<file path="src/rtl/mac_ctrl_pkg.sv">
// Shared types and constants for the MAC-tile array sequencer:
// state encoding, west-edge instruction codes and phase-length helpers.
package mac_ctrl_pkg;

  typedef enum logic [2:0] {
    ST_IDLE   = 3'd0,
    ST_CLEAR  = 3'd1,
    ST_LOAD   = 3'd2,
    ST_SETTLE = 3'd3,
    ST_EXEC   = 3'd4,
    ST_DRAIN  = 3'd5,
    ST_DONE   = 3'd6
  } state_t;

  localparam logic [1:0] INST_IDLE = 2'b00;
  localparam logic [1:0] INST_LOAD = 2'b01;
  localparam logic [1:0] INST_EXEC = 2'b10;

  // Cycles for the last kernel word to reach the far column.
  function automatic int settle_len(input int col);
    return col + 1;
  endfunction

  // Cycles for the psum/activation wavefront to leave the array.
  function automatic int drain_len(input int row, input int col);
    return row + col;
  endfunction

endpackage

</file>
<file path="src/rtl/mac_ctrl_phase_cnt.sv">
// Loadable down-counter with a terminal-count flag; one instance times
// every fixed- or variable-length phase of the sequencer.
module mac_ctrl_phase_cnt #(
  parameter int W = 11
) (
  input  logic         clk,
  input  logic         reset,
  input  logic         load,
  input  logic [W-1:0] load_val,
  output logic         tc
);

  logic [W-1:0] count_reg;

  always_ff @(posedge clk) begin
    if (reset) begin
      count_reg <= '0;
    end else if (load) begin
      count_reg <= load_val;
    end else if (count_reg != '0) begin
      count_reg <= count_reg - 1'b1;
    end
  end

  assign tc = (count_reg == '0);

endmodule

</file>
<file path="src/rtl/mac_array_ctrl.sv">
// Job sequencer for a weight-stationary MAC-tile array: clear, kernel load,
// settle, activation stream, drain, done.
module mac_array_ctrl
  import mac_ctrl_pkg::*;
#(
  parameter int ROW     = 8,
  parameter int COL     = 8,
  parameter int ADDR_BW = 11
) (
  input  logic               clk,
  input  logic               reset,
  input  logic               start,
  input  logic [ADDR_BW-1:0] num_act,
  input  logic [ADDR_BW-1:0] w_base,
  input  logic [ADDR_BW-1:0] x_base,
  output logic               array_rst,
  output logic [1:0]         inst_w,
  output logic               w_ren,
  output logic [ADDR_BW-1:0] w_addr,
  output logic               x_ren,
  output logic [ADDR_BW-1:0] x_addr,
  output logic               busy,
  output logic               done,
  output logic [2:0]         state_o
);

  state_t             state_reg, state_next;
  logic [ADDR_BW-1:0] num_act_reg, w_base_reg, x_base_reg;
  logic [ADDR_BW-1:0] idx_reg;
  logic [ADDR_BW-1:0] cnt_val;
  logic               cnt_load, cnt_tc;
  logic [1:0]         inst_reg;

  always_ff @(posedge clk) begin
    if (reset) begin
      num_act_reg <= '0;
      w_base_reg  <= '0;
      x_base_reg  <= '0;
    end else if (state_reg == ST_IDLE && start) begin
      num_act_reg <= num_act;
      w_base_reg  <= w_base;
      x_base_reg  <= x_base;
    end
  end

  always_ff @(posedge clk) begin
    if (reset) state_reg <= ST_IDLE;
    else       state_reg <= state_next;
  end

  always_comb begin
    state_next = state_reg;
    case (state_reg)
      ST_IDLE:   if (start)  state_next = ST_CLEAR;
      ST_CLEAR:              state_next = ST_LOAD;
      ST_LOAD:   if (cnt_tc) state_next = ST_SETTLE;
      ST_SETTLE: if (cnt_tc) state_next = (num_act_reg == '0) ? ST_DRAIN : ST_EXEC;
      ST_EXEC:   if (cnt_tc) state_next = ST_DRAIN;
      ST_DRAIN:  if (cnt_tc) state_next = ST_DONE;
      ST_DONE:               state_next = ST_IDLE;
      default:               state_next = ST_IDLE;
    endcase
  end

  // The phase counter is armed with (length-1) on every state change.
  always_comb begin
    cnt_load = (state_next != state_reg);
    cnt_val  = '0;
    case (state_next)
      ST_LOAD:   cnt_val = ADDR_BW'(COL - 1);
      ST_SETTLE: cnt_val = ADDR_BW'(settle_len(COL) - 1);
      ST_EXEC:   cnt_val = num_act_reg - 1'b1;
      ST_DRAIN:  cnt_val = ADDR_BW'(drain_len(ROW, COL) - 1);
      default:   cnt_val = '0;
    endcase
  end

  mac_ctrl_phase_cnt #(
    .W(ADDR_BW)
  ) u_phase_cnt (
    .clk      (clk),
    .reset    (reset),
    .load     (cnt_load),
    .load_val (cnt_val),
    .tc       (cnt_tc)
  );

  // Offset within the current phase; wraps naturally at 2^ADDR_BW.
  always_ff @(posedge clk) begin
    if (reset || cnt_load) idx_reg <= '0;
    else                   idx_reg <= idx_reg + 1'b1;
  end

  always_comb begin
    array_rst = 1'b0;
    w_ren     = 1'b0;
    w_addr    = '0;
    x_ren     = 1'b0;
    x_addr    = '0;
    done      = 1'b0;
    busy      = (state_reg != ST_IDLE);
    case (state_reg)
      ST_CLEAR: array_rst = 1'b1;
      ST_LOAD: begin
        w_ren  = 1'b1;
        w_addr = w_base_reg + idx_reg;
      end
      ST_EXEC: begin
        x_ren  = 1'b1;
        x_addr = x_base_reg + idx_reg;
      end
      ST_DONE: done = 1'b1;
      default: ;
    endcase
  end

  // SRAM data arrives one cycle after the read, so the instruction lags it.
  always_ff @(posedge clk) begin
    if (reset)      inst_reg <= INST_IDLE;
    else if (w_ren) inst_reg <= INST_LOAD;
    else if (x_ren) inst_reg <= INST_EXEC;
    else            inst_reg <= INST_IDLE;
  end

  assign inst_w  = inst_reg;
  assign state_o = state_reg;

endmodule
</file>
<file path="config.mk">
export PLATFORM = sky130hd
export DESIGN_NAME = mac_array_ctrl
export DESIGN_NICKNAME = d
export VERILOG_FILES = /design/src/rtl/mac_ctrl_pkg.sv /design/src/rtl/mac_ctrl_phase_cnt.sv /design/src/rtl/mac_array_ctrl.sv
export SDC_FILE = /design/constraint.sdc
export NUM_CORES = 1
export LEC_CHECK = 0
export BUFFER_PORTS_ARGS = -buffer_cell sky130_fd_sc_hd__buf_2
export CORE_MARGIN = 3
export CORE_UTILIZATION = 56
export DETAILED_ROUTE_END_ITERATION = 8
export PLACE_DENSITY = 0.8
export SETUP_SLACK_MARGIN = 0.05
export SYNTH_ARGS = -nofsm -noshare
export SYNTH_HDL_FRONTEND = slang
export SYNTH_HIERARCHICAL = 1
export SYNTH_SLANG_ARGS = --single-unit
</file>
<file path="constraint.sdc">
create_clock -name clk -period 3.9 [get_ports clk]
set_input_delay 0.78 -clock clk [delete_from_list [all_inputs] [get_ports clk]]
set_output_delay 0.78 -clock clk [all_outputs]
set_load 0.02 [all_outputs]
</file>
# Yosys cells after proc, flatten, opt, wreduce, memory -nomap -nowiden
# Cells that the tools add are included.
word_totals:
  regBits: 60
  inputBits: 36
  output_inout_bits: 32
  wordCells: 51
op_classes:
  addsub: 5
  n_eq_ne: 11
  mux: 18
  reduce_logical: 9
ops:
  columns: ["cell", "n"]
  rows:
  - ["11-bit 2-to-1 mux", 4]
  - ["11-bit case mux with 4 select lines", 1]
  - ["11-bit adder", 2]
  - ["11-bit logical NOT", 2]
  - ["11-bit by 1-bit subtractor with 11-bit output, second input constant", 2]
  - ["3-bit case mux with 6 select lines", 1]
  - ["3-bit == test, second input constant", 5]
  - ["3-bit 2-to-1 mux", 5]
  - ["3-bit by 2-bit == test with 1-bit output, second input constant", 4]
  - ["11-bit by 1-bit adder with 11-bit output, second input constant", 1]
  - ["11-bit nonzero test", 1]
  - ["1-bit 2-to-1 mux", 6]
  - ["3-bit by 1-bit == test with 1-bit output, second input constant", 1]
  - ["3-bit logical NOT", 1]
  - ["3-bit != test", 1]
  - ["3-bit nonzero test", 1]
  - ["2-bit 2-to-1 mux", 1]
  - ["2-bit nonzero test", 1]
  - ["2-bit OR reduction", 1]
  - ["1-bit logical AND", 1]
  - ["1-bit logical OR", 1]

# Depth between registers and ports, before layout
logic_depth:
  word_depth: 7
  ltp_mapped: 12
  depth_no_buf: 10

# By module
# Netlist, hierarchy kept.
by_module_without_submodules:
  columns: ["mod", "n_inst", "cells_per_inst", "area_per_inst_um2", "seq_area_each_um2"]
  rows:
  - ["mac_array_ctrl", 1, 422, 3175.5, 980.9]
  - ["mac_ctrl_phase_cnt", 1, 72, 626.9, 220.2]

# Least setup slack after synthesis
# No wires, ideal clock.
synth_timing:
  path_kind: "flip-flop to output port"
  from: "register idx_reg[0]"
  to: "output port x_addr[10]"
  arrival_time_ns: 2.047
  required_ns: 3.120
  slack_ns: 1.073
  path_stages_with_launch: 8
  n_path_buf: 0
  cell_sequence: "dfxtp_1 > ha_1 > fa_1 > a21o_1 > a221oi_2 > a211o_1 > nand3_1 > a21oi_1"
synth_via:
  elab_chain_cells: 2
synth_lines:
  columns: ["element", "line", "source"]
  rows:
  - ["from (decl)", "mac_array_ctrl.sv:29", "logic [ADDR_BW-1:0] idx_reg;"]
  - ["from (signal assigned)", "mac_array_ctrl.sv:91", "else idx_reg <= idx_reg + 1'b1;"]
  - ["11-bit adder", "mac_array_ctrl.sv:110", "x_addr = x_base_reg + idx_reg;"]
  - ["11-bit 2-to-1 mux", "mac_array_ctrl.sv:102", "case (state_reg)"]
  - ["to (decl)", "mac_array_ctrl.sv:21", "output logic [ADDR_BW-1:0] x_addr,"]
# Every way passes these cells.

# Final worst setup path
# Ends and elaborated chain as after synthesis.

==> key figures <==
Power and ir drop
  – Pleak: 1.94 nW
  – Power density over the cells: 500 nW/um^2
  – Pwr Total: 2.18 mW
  – Worst vdd ir: 0.298 mV

Clocking
  – Setup Buffers After CTS: 0
  – Hold Buf Count CTS: 0
  – Clock Sinks: 60
  – Clk buf depth: 2
  – Skew-Pair Late Insertion Delay: 340 ps
  – CTS clock-pin slew for the worst setup and hold paths: 70 ps
  – Post-CTS Resized: 0
  – CTS buffer count: 9
  – Root Buffer: clkbuf_8
  – CTS tree: yes
  – CTS H-tree depth: 3

Setup path
  – CP max stage cell: fa_1
  – Worst Path Required: 3120 ps
  – Worst Setup End Kind: primary output
  – CP startpoint kind: flop
  – WS Path Type: flop to primary output
  – WP buf/inv: 1
  – Largest stage delay, worst path: 410 ps
  – Critical path's top delay family: compound AO/OA/AOI/OAI gates
  – Critical path, cell by cell: ha_1 > fa_1 > a21o_1 > a221oi_2 > a211o_1 > nand3_1 > a21oi_1 > buf_2
  – Worst path arrival time: 2530 ps
  – CP Max Fanout: 6

Timing
  – Final setup TNS: 0 ps
  – Tmin final: approximately 3300 ps
  – Actual slew at the worst max-slew pin: 903 ps
  – Final hold vios: 0
  – Final setup fails: 0
  – Tcrit/Tclk final: ~85%
  – Slew Viols, Final: 0
  – Slew HR: 39.8%
  – Clk_skew: 3.77 ps
  – RSZ-0062 raised after global routing: no
  – Fmax: 302 MHz

Layout
  – Antenna Cells: 0
  – Final core utilization: 67.5%
  – Area Growth Syn to Fin: 14.7%
  – Number of nets in the layout: ~620
  – Layout cells sized above 1: 17.9%

Synthesis
  – Syn_nets: 556
  – Warnings, synthesis: 6
  – Post-synth ARST share: 0%
  – Compound-Gate Fraction of Synth Area: 20.3%
  – Main synth FF type: dfxtp_1
  – Largest family of logic cells by synthesized area: simple AND/OR/NAND/NOR gates
  – Post-synth cell types: 64
  – Synth Area in Simple Gates: between 20% and 30%
  – Post-synth top cells: nand2_1 (96), a21oi_1 (62), dfxtp_1 (60)
  – Syn Area/Cell: ~7.7 um^2
  – Mux contribution to synthesized area: 0%
  – Largest cells by area after synthesis: dfxtp_1 (32%), nand2_1 (9.5%), a21oi_1 (8.2%), ha_1 (7.9%), nor2_1 (5.7%)
  – Leading area contributor after synthesis: dfxtp_1
  – Adder-cell share of the synthesized area: 8.95%
  – Post-synth EDFFs: 0
  – Syn Inst Count: about 490
  – Register bit total from synthesis: 60
  – Register area share after synthesis: a little under a third
  – Xor-xnor portion of the synthesized cell area: 8.98%
  – Count leader, synth: nand2_1
  – Area share of the largest cell type after synthesis: between 30% and 40%
  – Post-Syn Area: 3800 um^2

Global routing
  – GRT Residual Overflow: 0
  – Largest net degree at the start of global routing: 51
  – Initial antenna violation count: 0
  – Vias in the first global route: between 3000 and 4000
  – Global-route wire length before repair: 14900 um
  – Gr usage total: 23.9%

Placed design
  – Port Buffers: 67
  – Final Wtd Congestion: 0.907
  – Hpwl dp: 6620 um

Routing
  – DR iter-0 viols: 190
  – Via density: about 5.6
  – Pre-antenna DRT Iters: 4
  – Vias: 3577
  – Routed len/inst: 14.0 um
  – Drt total wl: about 8900 um
  – DRC: 0
  – Antenna Nets Post-Route: 0

Floorplan
  – Full die area: 7810 um^2
  – Effective utilization at floorplan: 58.9%
  – Row count: 29
  – Die span in x: 88.4 um
  – I/O pin cnt: 68
  – Core area: 6460 um^2
  – Chip height: 88.4 um

Worst hold path
  – Hold Path Class: flop to flop

Flow run
  – Max_cap viols: 0

Run status
  – Outcome: finished clean
[layer usage]
| metal | routed length [um] | GRT usage (%) | up-vias | share of wire [%] |
|---|---|---|---|---|
| met3 | 552 | 5.77 | 13 | 6.2 |
| met1 | 4300 | 33.0 | 1608 | 48 |
| met5 | 0 | 0 | - | 0 |
| met4 | 101 | 7.01 | 0 | 1.1 |
| met2 | 3960 | 37.2 | 102 | 44 |
| li1 | - | - | 1854 | - |
[metrics by stage]
stage | area, um^2 | setup WS [ps] | instances | hold WS, ps
floorplan | 3800 | 1070 | 494 | 441
global placement | 4160 | 942 | 620 | 452
detailed placement | 4160 | 880 | 620 | 456
CTS | 4360 | 587 | 636 | 466
global route | 4360 | 474 | 636 | 489
finish | 4360 | 591 | 636 | 464
[layout make-up]
cell class,count,area [um^2]
clock inverter,6,63.8
tap,77,96.3
inverter,17,63.8
clock buffer,10,138
multi-input combinational,395,2430
sequential,60,1200
timing repair buffer,71,365
fill,567,2100
[cells in the final DEF (no fill, tap or decap), types with 3 or more instances in the layout]
cell type / count
buf_4: 4
nand3_1: 11
o21ai_0: 15
a21oi_1: 62
o211ai_1: 7
buf_2: 67
nor2b_1: 3
a21o_1: 7
inv_1: 15
xor2_1: 19
and4_1: 3
a2111oi_0: 3
clkbuf_8: 10
or4_1: 4
nor2_1: 58
nand2_1: 96
ha_1: 24
a211oi_1: 5
nor4_1: 3
and3_1: 5
xnor2_1: 20
dfxtp_1: 60
[where the power goes]
part	internal, mW	switching (mW)	leakage [nW]
sequential	0.695	0.109	0.491
clock	0.311	0.248	0.0983
combinational	0.334	0.487	1.35
total	1.34	0.843	1.94
[final timing paths]
check | from | endpoint | slack (ps) | depth (start not counted)
worst max-delay path | idx_reg[0] | x_addr[10] | 590 | 8
worst min-delay path | x_base_reg[5] | x_base_reg[5] | 460 | 2
worst max register to register | u_phase_cnt/count_reg[0] | u_phase_cnt/count_reg[0] | 800 | 9
worst min register to register | x_base_reg[5] | x_base_reg[5] | 460 | 2
[tightest hold or removal path, delay by kind of cell (launching register included)]
kind | cells | cell delay [ps]
AO/OA/AOI/OAI | 1 | 50
flip-flops | 1 | 320
AND/OR/NAND/NOR | 1 | 50
[cell families (layout without fill, tap and decap cells)]
| logic type | after synthesis | in the layout |
|---|---|---|
| buffers and inverters | 39 | 104 |
| AND/OR/NAND/NOR | 207 | 207 |
| adder cells (fa/ha/maj) | 26 | 26 |
| AO/OA/AOI/OAI | 123 | 123 |
| flip-flops | 60 | 60 |
| XOR/XNOR | 39 | 39 |
(Power assumes the default switching activity.)
